===== config.mk =====
export PLATFORM = sky130hd
export DESIGN_NAME = mult_seq
export DESIGN_NICKNAME = d
export VERILOG_FILES = /design/src/rtl/mult_pkg.sv /design/src/rtl/cla_adder.sv /design/src/rtl/mult_seq.sv
export SDC_FILE = /design/constraint.sdc
export NUM_CORES = 1
export LEC_CHECK = 0
export ABC_AREA = 1
export CAP_MARGIN = 20
export CORE_ASPECT_RATIO = 0.75
export CORE_MARGIN = 2
export CORE_UTILIZATION = 25
export DETAILED_ROUTE_END_ITERATION = 16
export PLACE_DENSITY = 0.49
export RECOVER_POWER = 25
export SLEW_MARGIN = 0
export SYNTH_ARGS = -nofsm -noshare
export SYNTH_HDL_FRONTEND = slang
export SYNTH_SLANG_ARGS = --single-unit

===== constraint.sdc =====
create_clock -name clock -period 5 [get_ports clock]
set_input_delay 1 -clock clock [delete_from_list [all_inputs] [get_ports clock]]
set_output_delay 1 -clock clock [all_outputs]
set_load 0.03 [all_outputs]

===== src/rtl/mult_pkg.sv =====
// mult_pkg: shared definitions for the sequential Booth multiplier.
//   - state_t    : FSM state encoding (IDLE, RUN, DONE)
//   - WIDTH_DEF  : default operand/result width
//   - STEPS_DEF  : default Booth iterations per multiply (equals width)
//   - cnt_width  : step-counter width able to hold 0..steps
//   - CNT_W      : counter width for the default configuration (6 for 32)
package mult_pkg;

    typedef enum logic [1:0] {
        ST_IDLE = 2'b00,
        ST_RUN  = 2'b01,
        ST_DONE = 2'b10
    } state_t;

    localparam int unsigned WIDTH_DEF = 32;
    localparam int unsigned STEPS_DEF = 32;

    function automatic int unsigned cnt_width(input int unsigned steps);
        return $clog2(steps + 1);
    endfunction

    localparam int unsigned CNT_W = cnt_width(STEPS_DEF);

endpackage


===== src/rtl/cla_adder.sv =====
// cla_adder: carry-lookahead adder, sum = a + b + cin (carry-out dropped).
//   a, b : WIDTH-bit addends
//   cin  : carry in (used as the +1 of a two's complement subtract)
//   sum  : WIDTH-bit sum
// Bits are grouped in 4-bit generate/propagate cells; the carry between
// groups is produced from the group generate/propagate terms, the last
// group may be partial when WIDTH is not a multiple of 4.
module cla_adder #(
    parameter int unsigned WIDTH = 32
) (
    input  logic [WIDTH-1:0] a,
    input  logic [WIDTH-1:0] b,
    input  logic             cin,
    output logic [WIDTH-1:0] sum
);

    localparam int unsigned GRP  = 4;
    localparam int unsigned NGRP = (WIDTH + GRP - 1) / GRP;

    logic [WIDTH-1:0] g;
    logic [WIDTH-1:0] p;
    logic             grp_carry;
    logic             grp_g;
    logic             grp_p;
    logic             bit_c;

    assign g = a & b;
    assign p = a ^ b;

    always_comb begin
        sum       = '0;
        grp_carry = cin;
        grp_g     = 1'b0;
        grp_p     = 1'b1;
        bit_c     = 1'b0;
        for (int unsigned gi = 0; gi < NGRP; gi++) begin
            grp_g = 1'b0;
            grp_p = 1'b1;
            bit_c = grp_carry;
            for (int unsigned j = gi * GRP; (j < gi * GRP + GRP) && (j < WIDTH); j++) begin
                sum[j] = p[j] ^ bit_c;
                bit_c  = g[j] | (p[j] & bit_c);
                grp_g  = g[j] | (p[j] & grp_g);
                grp_p  = grp_p & p[j];
            end
            // Group carry-out from lookahead terms, not from the bit chain.
            grp_carry = grp_g | (grp_p & grp_carry);
        end
    end

endmodule


===== src/rtl/mult_seq.sv =====
// mult_seq: signed sequential radix-2 Booth multiplier, one step per clock.
//   clock      : rising-edge clock
//   reset      : asynchronous active-high reset
//   ctrl_start : start request, accepted in IDLE or DONE
//   data_a     : signed multiplicand, sampled with an accepted start
//   data_b     : signed multiplier, sampled with an accepted start
//   result     : low WIDTH bits of the product, held until the next result
//   result_rdy : one-cycle pulse while result/overflow are fresh
//   overflow   : product does not fit in signed WIDTH bits
//   busy       : high while a multiply is running
module mult_seq
    import mult_pkg::*;
#(
    parameter int unsigned WIDTH = WIDTH_DEF,
    parameter int unsigned STEPS = STEPS_DEF
) (
    input  logic             clock,
    input  logic             reset,
    input  logic             ctrl_start,
    input  logic [WIDTH-1:0] data_a,
    input  logic [WIDTH-1:0] data_b,
    output logic [WIDTH-1:0] result,
    output logic             result_rdy,
    output logic             overflow,
    output logic             busy
);

    localparam int unsigned    CW        = cnt_width(STEPS);
    localparam logic [CW-1:0]  LAST_STEP = CW'(STEPS - 1);

    state_t             state;
    logic [WIDTH-1:0]   m_reg;
    logic [2*WIDTH:0]   p_reg;
    logic [CW-1:0]      cnt;
    logic [CW-1:0]      cnt_inc;

    logic [WIDTH:0]     hi_ext;
    logic [WIDTH:0]     m_ext;
    logic [WIDTH:0]     addend;
    logic               add_cin;
    logic [WIDTH:0]     hi_sum;
    logic [2*WIDTH:0]   p_next;
    logic               ovf_next;

    // Upper half of P widened by one sign bit so that subtracting the most
    // negative multiplicand cannot wrap inside the accumulator.
    assign hi_ext = {p_reg[2*WIDTH], p_reg[2*WIDTH:WIDTH+1]};
    assign m_ext  = {m_reg[WIDTH-1], m_reg};

    always_comb begin
        addend  = '0;
        add_cin = 1'b0;
        unique case (p_reg[1:0])
            2'b01: begin
                addend  = m_ext;
                add_cin = 1'b0;
            end
            2'b10: begin
                addend  = ~m_ext;
                add_cin = 1'b1;
            end
            default: begin
                addend  = '0;
                add_cin = 1'b0;
            end
        endcase
    end

    cla_adder #(.WIDTH(WIDTH + 1)) u_acc_add (
        .a   (hi_ext),
        .b   (addend),
        .cin (add_cin),
        .sum (hi_sum)
    );

    cla_adder #(.WIDTH(CW)) u_cnt_inc (
        .a   (cnt),
        .b   ('0),
        .cin (1'b1),
        .sum (cnt_inc)
    );

    // The WIDTH+1-bit sum becomes the top of P, which realises the
    // arithmetic right shift without a separate sign-replication step.
    assign p_next = {hi_sum, p_reg[WIDTH:1]};

    // Product is p_next[2W:1]; its bits [2W-1:W-1] map to p_next[2W:W].
    assign ovf_next = ~((&p_next[2*WIDTH:WIDTH]) | ~(|p_next[2*WIDTH:WIDTH]));

    always_ff @(posedge clock or posedge reset) begin
        if (reset) begin
            state      <= ST_IDLE;
            cnt        <= '0;
            p_reg      <= '0;
            m_reg      <= '0;
            result     <= '0;
            overflow   <= 1'b0;
            result_rdy <= 1'b0;
            busy       <= 1'b0;
        end else begin
            unique case (state)
                ST_IDLE, ST_DONE: begin
                    result_rdy <= 1'b0;
                    if (ctrl_start) begin
                        m_reg <= data_a;
                        p_reg <= {{WIDTH{1'b0}}, data_b, 1'b0};
                        cnt   <= '0;
                        busy  <= 1'b1;
                        state <= ST_RUN;
                    end else begin
                        state <= ST_IDLE;
                    end
                end
                ST_RUN: begin
                    p_reg <= p_next;
                    cnt   <= cnt_inc;
                    if (cnt == LAST_STEP) begin
                        state      <= ST_DONE;
                        busy       <= 1'b0;
                        result_rdy <= 1'b1;
                        result     <= p_next[WIDTH:1];
                        overflow   <= ovf_next;
                    end
                end
                default: begin
                    state      <= ST_IDLE;
                    busy       <= 1'b0;
                    result_rdy <= 1'b0;
                end
            endcase
        end
    end

endmodule

# Word-level counts from Yosys, hierarchy flattened
# Cells that the tools add are included.
[classes] eq_ne=7 mux=14 bitwise=185 reduce_logical=9
[ops] cell="$pmux W65 S2" n=1
[ops] cell="$and A1 B1 Y1" n=84
[ops] cell="$pmux W33 S2" n=1
[ops] cell="$mux W65" n=1
[ops] cell="$or A1 B1 Y1" n=57
[ops] cell="$xor A1 B1 Y1" n=38
[ops] cell="$not A33 Y33" n=1
[ops] cell="$reduce_and A33 Y1" n=1
[ops] cell="$reduce_or A33 Y1" n=1
[ops] cell="$xor A33 B33 Y33" n=1
[ops] cell="$and A32 B32 Y32" n=1
[ops] cell="$pmux W6 S2" n=1
[ops] cell="$reduce_and A2 Y1" n=4
[ops] cell="$eq A6 B5 Y1 const B" n=1
[ops] cell="$mux W1" n=6
[ops] cell="$mux W6" n=1
[ops] cell="$eq A2 B1 Y1 const B" n=2
[ops] cell="$eq A2 B2 Y1 const B" n=2
[ops] cell="$ne A2 B2 Y1 const B" n=2
[ops] cell="$pmux W2 S2" n=1
[ops] cell="$not A1 Y1" n=3
[ops] cell="$logic_not A2 Y1" n=1
[ops] cell="$mux W2" n=1
[ops] cell="$pmux W1 S2" n=1
[ops] cell="other kinds (2)" n=2
[totals] register_bits=140 output_inout_bits=35 word_cells=223

# Longest topological paths before layout
[logic_depth] ltp_word=33 depth_mapped=35 mapped_depth_nobuf=34

# By module
# A second synthesis with hierarchy kept.
[hier_totals] cells_unflattened=765 area_unflattened_um2=7619.8
[modules_own_cells] mod="mult_seq" instances=1 cells_each=583 area_per_inst_um2=6012.0 seq_area_each_um2=3478.3
[modules_own_cells] mod="cla_adder (u_acc_add)" instances=1 cells_each=147 area_per_inst_um2=1361.3 seq_area_each_um2=0.0
[modules_own_cells] mod="cla_adder (u_cnt_inc)" instances=1 cells_each=35 area_per_inst_um2=246.5 seq_area_each_um2=0.0

# Worst setup path before layout
# No wires, ideal clock.
[synth_path] kind="register to register" start="reg p_reg[0]" end="reg overflow" setup_ns=0.117 arrival_ns=4.446 slack_ns=0.436 path_stages_with_launch=30 n_path_buf=1 synth_period_minus_slack_ns=4.564 path_cell_list="dfrtp_1 -> nand2_1 -> clkbuf_1 -> nand2_1 -> o21ai_0 -> inv_1 -> ha_1 -> nand2_1 -> nor2_1 -> nand3_2 -> nand2_2 -> nand2_1 -> nand2_1 -> nand2_1 -> nand2_1 -> nand2_1 -> nand2_1 -> nand2_1 -> nand2_1 -> inv_1 -> fa_1 -> fa_1 -> fa_1 -> or4_1 -> nor3_1 -> nand4_1 -> nor3_1 -> nand2_1 -> nand3_1 -> nand2_1"
[synth_between] elab_chain_cells=33
[synth_lines] element="from (decl)" line="mult_seq.sv:33" rtl="logic [2*WIDTH:0] p_reg;"
[synth_lines] element="from (signal assigned)" line="mult_seq.sv:106" rtl="p_reg <= {{WIDTH{1'b0}}, data_b, 1'b0};"
[synth_lines] element="from (signal assigned)" line="mult_seq.sv:115" rtl="p_reg <= p_next;"
[synth_lines] element="$eq A2 B2 Y1 or $eq A2 B1 Y1 (tied branches)" line="mult_seq.sv:53" rtl="unique case (p_reg[1:0])"
[synth_lines] element="$pmux W33 S2" line="mult_seq.sv:53"
[synth_lines] element="$xor A33 B33 Y33 or $and A32 B32 Y32 (tied branches)" line="cla_adder.sv:28, cla_adder.sv:27"
[synth_lines] element="$and A1 B1 Y1" line="cla_adder.sv:43" rtl="grp_g = g[j] | (p[j] & grp_g);"
[synth_lines] element="$or A1 B1 Y1" line="cla_adder.sv:43"
[synth_lines] element="$and A1 B1 Y1" line="cla_adder.sv:43"
[synth_lines] element="$or A1 B1 Y1" line="cla_adder.sv:43"
[synth_lines] element="$and A1 B1 Y1" line="cla_adder.sv:43"
[synth_lines] element="[... 17 more ...]"
[synth_lines] element="$or A1 B1 Y1" line="cla_adder.sv:42" rtl="bit_c = g[j] | (p[j] & bit_c);"
[synth_lines] element="$and A1 B1 Y1" line="cla_adder.sv:42"
[synth_lines] element="$or A1 B1 Y1" line="cla_adder.sv:42"
[synth_lines] element="$xor A1 B1 Y1" line="cla_adder.sv:41" rtl="sum[j] = p[j] ^ bit_c;"
[synth_lines] element="$reduce_or A33 Y1" line="mult_seq.sv:88" rtl="assign ovf_next = ~((&p_next[2*WIDTH:WIDTH]) | ~(|p_next[2*WIDTH:WIDTH]));"
[synth_lines] element="$not A1 Y1" line="mult_seq.sv:88"
[synth_lines] element="$or A1 B1 Y1 *" line="mult_seq.sv:88"
[synth_lines] element="$not A1 Y1 *" line="mult_seq.sv:88"
[synth_lines] element="to (signal assigned)" line="mult_seq.sv:122" rtl="overflow <= ovf_next;"
[synth_lines] element="to (decl)" line="mult_seq.sv:24" rtl="output logic overflow,"
# Every way passes the cells marked *; elsewhere a longest branch is shown, timed or not.
# A chain may end at the register's enable or synchronous reset.

# Worst setup path after layout
# Ends and elaborated chain as after synthesis.

==> flow_summary_export.csv <==
group,metric,value,unit
synthesis,ys.warnings.count,0,
global_route,vias_in_the_first_global_route,5721,
timing,post_route_fraction_of_the_period_consumed_by_the_critical_path,92.70,%
synthesis,post_synth_instance_area,0.007266,mm^2
critical_path,worstReg2RegStart,"p_reg[0]",
layout,design.final.nets,1055,
die,pin_count,102,
timing,report.final.slew_viol_count,118,
timing,final-hold-violation-count,0,
detailed_routing,antenna_violating_nets_post_route,0,
clock_network,cts_num_sinks,139,
clock_network,clk_pin_slew_worst_paths,0.07,ns
critical_path,r2r_end,"overflow",
timing,worst_slack,0.3650,ns
detailed_routing,avgRoutedWirePerCell,14.39,um
die,effective_utilization_at_floorplan,25.18,%
die,rows,54,
critical_path,crit_path_start,"p_reg[0]",
detailed_routing,drc,0,
detailed_routing,num_vias,5710,
layout,area_growth,29.67,%
clock_network,worst_skew_pair_later_pin_latency,0.43,ns
synthesis,synth.avg_cell_area,8.786,um^2
hold_path,hold-path-cell-count,1,
global_route,global_route.overflow_total,0,
critical_path,start_kind,"flip-flop",
detailed_routing,drt_iter0_drc,281,
detailed_routing,maxUsedRoutingLayer,"met4",
synthesis,synth_nets,954,
die,dieHeight,151.6,um
synthesis,post_synthesis_cell_count,827,
layout,layout.cells.non_filler,1333,
layout,final_util,32.66,%
layout,layout_commonest_cell,"nand2_1",
layout,final_cell_mix,"nand2_1 (193), dfrtp_1 (138), inv_1 (112), clkdlybuf4s50_1 (99), o21ai_0 (54)",
detailed_routing,met2_length,7993,um
clock_network,clock_tree.buffer_depth,2,
critical_path,cp_data_arrival_time,4.96,ns
die,design.die.area,0.03046,mm^2
detailed_routing,vias_per_cell,4.284,
layout,largest_register_ffs,65,
detailed_routing,detail_route.wirelength,19190,um
clock_network,cts_tree,"yes",
detailed_routing,met3RoutedLength,874,um
outcome,violations,"capacitance limit, slew limit",
layout,antenna-diode-count,0,
synthesis,yosysSeqAreaShare,47.87,%
detailed_routing,detail_route.first_pass.iterations,4,
synthesis,yosys.cell_types.count,33,
timing,maxClockFrequency,215.7,MHz
global_route,grt_max_degree,74,
critical_path,depth_of_the_worst_register_to_register_path,25,
synthesis,post_synthesis_sequential_element_count,139,
clock_network,clk_root_buffer_cell,"clkbuf_16",
synthesis,netlist.area_leader.share,47.87,%
global_route,global_route_wire_length_before_repair,31190,um
global_route,antenna_found_initial,0,
timing,timing.final.setup_violations,0,
detailed_routing,detail_route.wirelength.met1,10110,um
critical_path,critPathKind,"reg -> reg",
clock_network,tritoncts.num_buffers,17,
clock_network,htree_levels,4,
die,core,0.02885,mm^2
timing,slew_at_the_pin_closest_to_its_max_slew_limit,2.903,ns
placed_design,numPlacedInstances,1295,
synthesis,netlist_top_cells_area,"dfrtp_1 (48%), nand2_1 (10%), fa_1 (6.6%)",
layout,drive_above_1_share,9.139,%
critical_path,setup.reg_to_reg.worst_slack,0.36,ns
hold_path,min_path_type,"reg -> reg",
clock_network,postCtsHoldBufs,0,
placed_design,place_ws,0.05747,ns
flow_run,max-cap-violations,2,
timing,period_minus_slack,4.635,ns
synthesis,leading_area_contributor_after_synthesis,"dfrtp_1",
placed_design,port-buffer-count,101,
die,width_of_the_die,200.9,um
critical_path,crit_path_max_fo,15,
critical_path,required,5.32,ns
outcome,status,"finished, violations left",
critical_path,setup.worst_path.end,"overflow",
timing,max_slew_margin,-93.51,%
timing,clock_skew,0.008615,ns
placed_design,routabilityCongestion,0.8126,
placed_design,dp_hpwl,13280,um
critical_path,end_kind,"flip-flop",
global_route,globalRouteTotalUtil,13.21,%
==> stage by stage <==
stage                      TNS (ns)  hold slack [ns]  area [um^2]
final                             0           0.4789         9422
after floorplan                   0           0.4352         7266
after detailed placement          0           0.4652         8741
after CTS                         0           0.4775         9315
after global placement            0           0.4573         8741
after global routing      -0.007112           0.5060         9422
==> synthesized netlist by cell type <==
cell type and n:
a2111oi_0 1, a21o_1 1, a21oi_1 13, a221oi_1 18, a22o_1 3, and3_1 2, buf_1 8, buf_2 1
clkbuf_1 29, clkinv_1 1, dfrtp_1 139, fa_1 24, ha_1 36, inv_1 112, inv_2 12, nand2_1 195
nand2_2 4, nand3_1 4, nand3_2 2, nand4_1 9, nor2_1 49, nor2_2 1, nor2_4 1, nor3_1 3
nor4_1 6, nor4b_1 1, o21a_1 4, o21ai_0 61, o21ai_1 41, o22ai_1 36, or2_1 1, or4_1 1
xor2_1 8
==> logic make-up (layout without fill, tap and decap cells) <==
logic type,Yosys count,count (layout),synth area share [%]
and+or+nand+nor,279,280,15.72
AOI/OAI and AO/OA,178,178,14.19
buffers and inverters,163,276,8.438
DFF,139,139,47.87
adders and majority gates,60,60,12.81
xor gates and xnor gates,8,8,0.9644
==> routing by layer <==
| layer | vias to the layer above | track usage (%) |
|---|---|---|
| li1 | 2908 | - |
| met1 | 2691 | 19.23 |
| met3 | 20 | 3.165 |
| met4 | 0 | 3.556 |
| met2 | 91 | 19.51 |
| met5 | - | 0 |
==> final cells by class <==
class | instances | area (um^2)
Tap cell | 392 | 490.5
Clock inverter | 14 | 135.1
Inverter | 125 | 471.7
Clock buffer | 18 | 439.2
Fill cell | 3099 | 19430
Multi-Input combinational cell | 526 | 3251
Timing Repair Buffer | 119 | 1155
Sequential cell | 139 | 3480
==> how the worst min path moves through the flow <==
stage / endpoint / slack [ns] / startpoint
global route: cnt[5] / 0.51 / cnt[5]
floorplan: cnt[5] / 0.44 / cnt[5]
detailed placement: cnt[5] / 0.47 / cnt[5]
global placement: cnt[5] / 0.46 / cnt[5]
CTS: cnt[5] / 0.48 / cnt[5]
finish: cnt[5] / 0.48 / cnt[5]
==> worst max-delay path: stages, from the launching register on <==
cell     delay, ns
dfrtp_2       0.47
nand2_4       0.13
buf_4         0.13
buf_4         0.20
nand2_1       0.06
o21ai_0       0.14
inv_1         0.08
ha_1          0.29
a21oi_1       0.06
o21a_1        0.17
nand2_2       0.08
nand2_1       0.05
nand2_1       0.09
nand2_1       0.06
nand2_1       0.08
inv_1         0.06
fa_2          0.36
fa_2          0.37
fa_1          0.51
or4_4         0.54
nor3_2        0.11
nand4_1       0.10
nor3_1        0.20
nand2_1       0.07
nand3_1       0.07
nand2_1       0.05
==> timing repair <==
| item | in CTS | in global routing |
|---|---|---|
| endpoints found under the setup margin | 0 | 1 |
| resized for setup | 0 | 24 |
| buffers inserted | 0 | 4 |
| endpoints found under the hold margin | 0 | 0 |
Power is left out: the tool's default activity adds up to more than one toggle a clock period on the data nets, which glitch-free logic cannot reach.
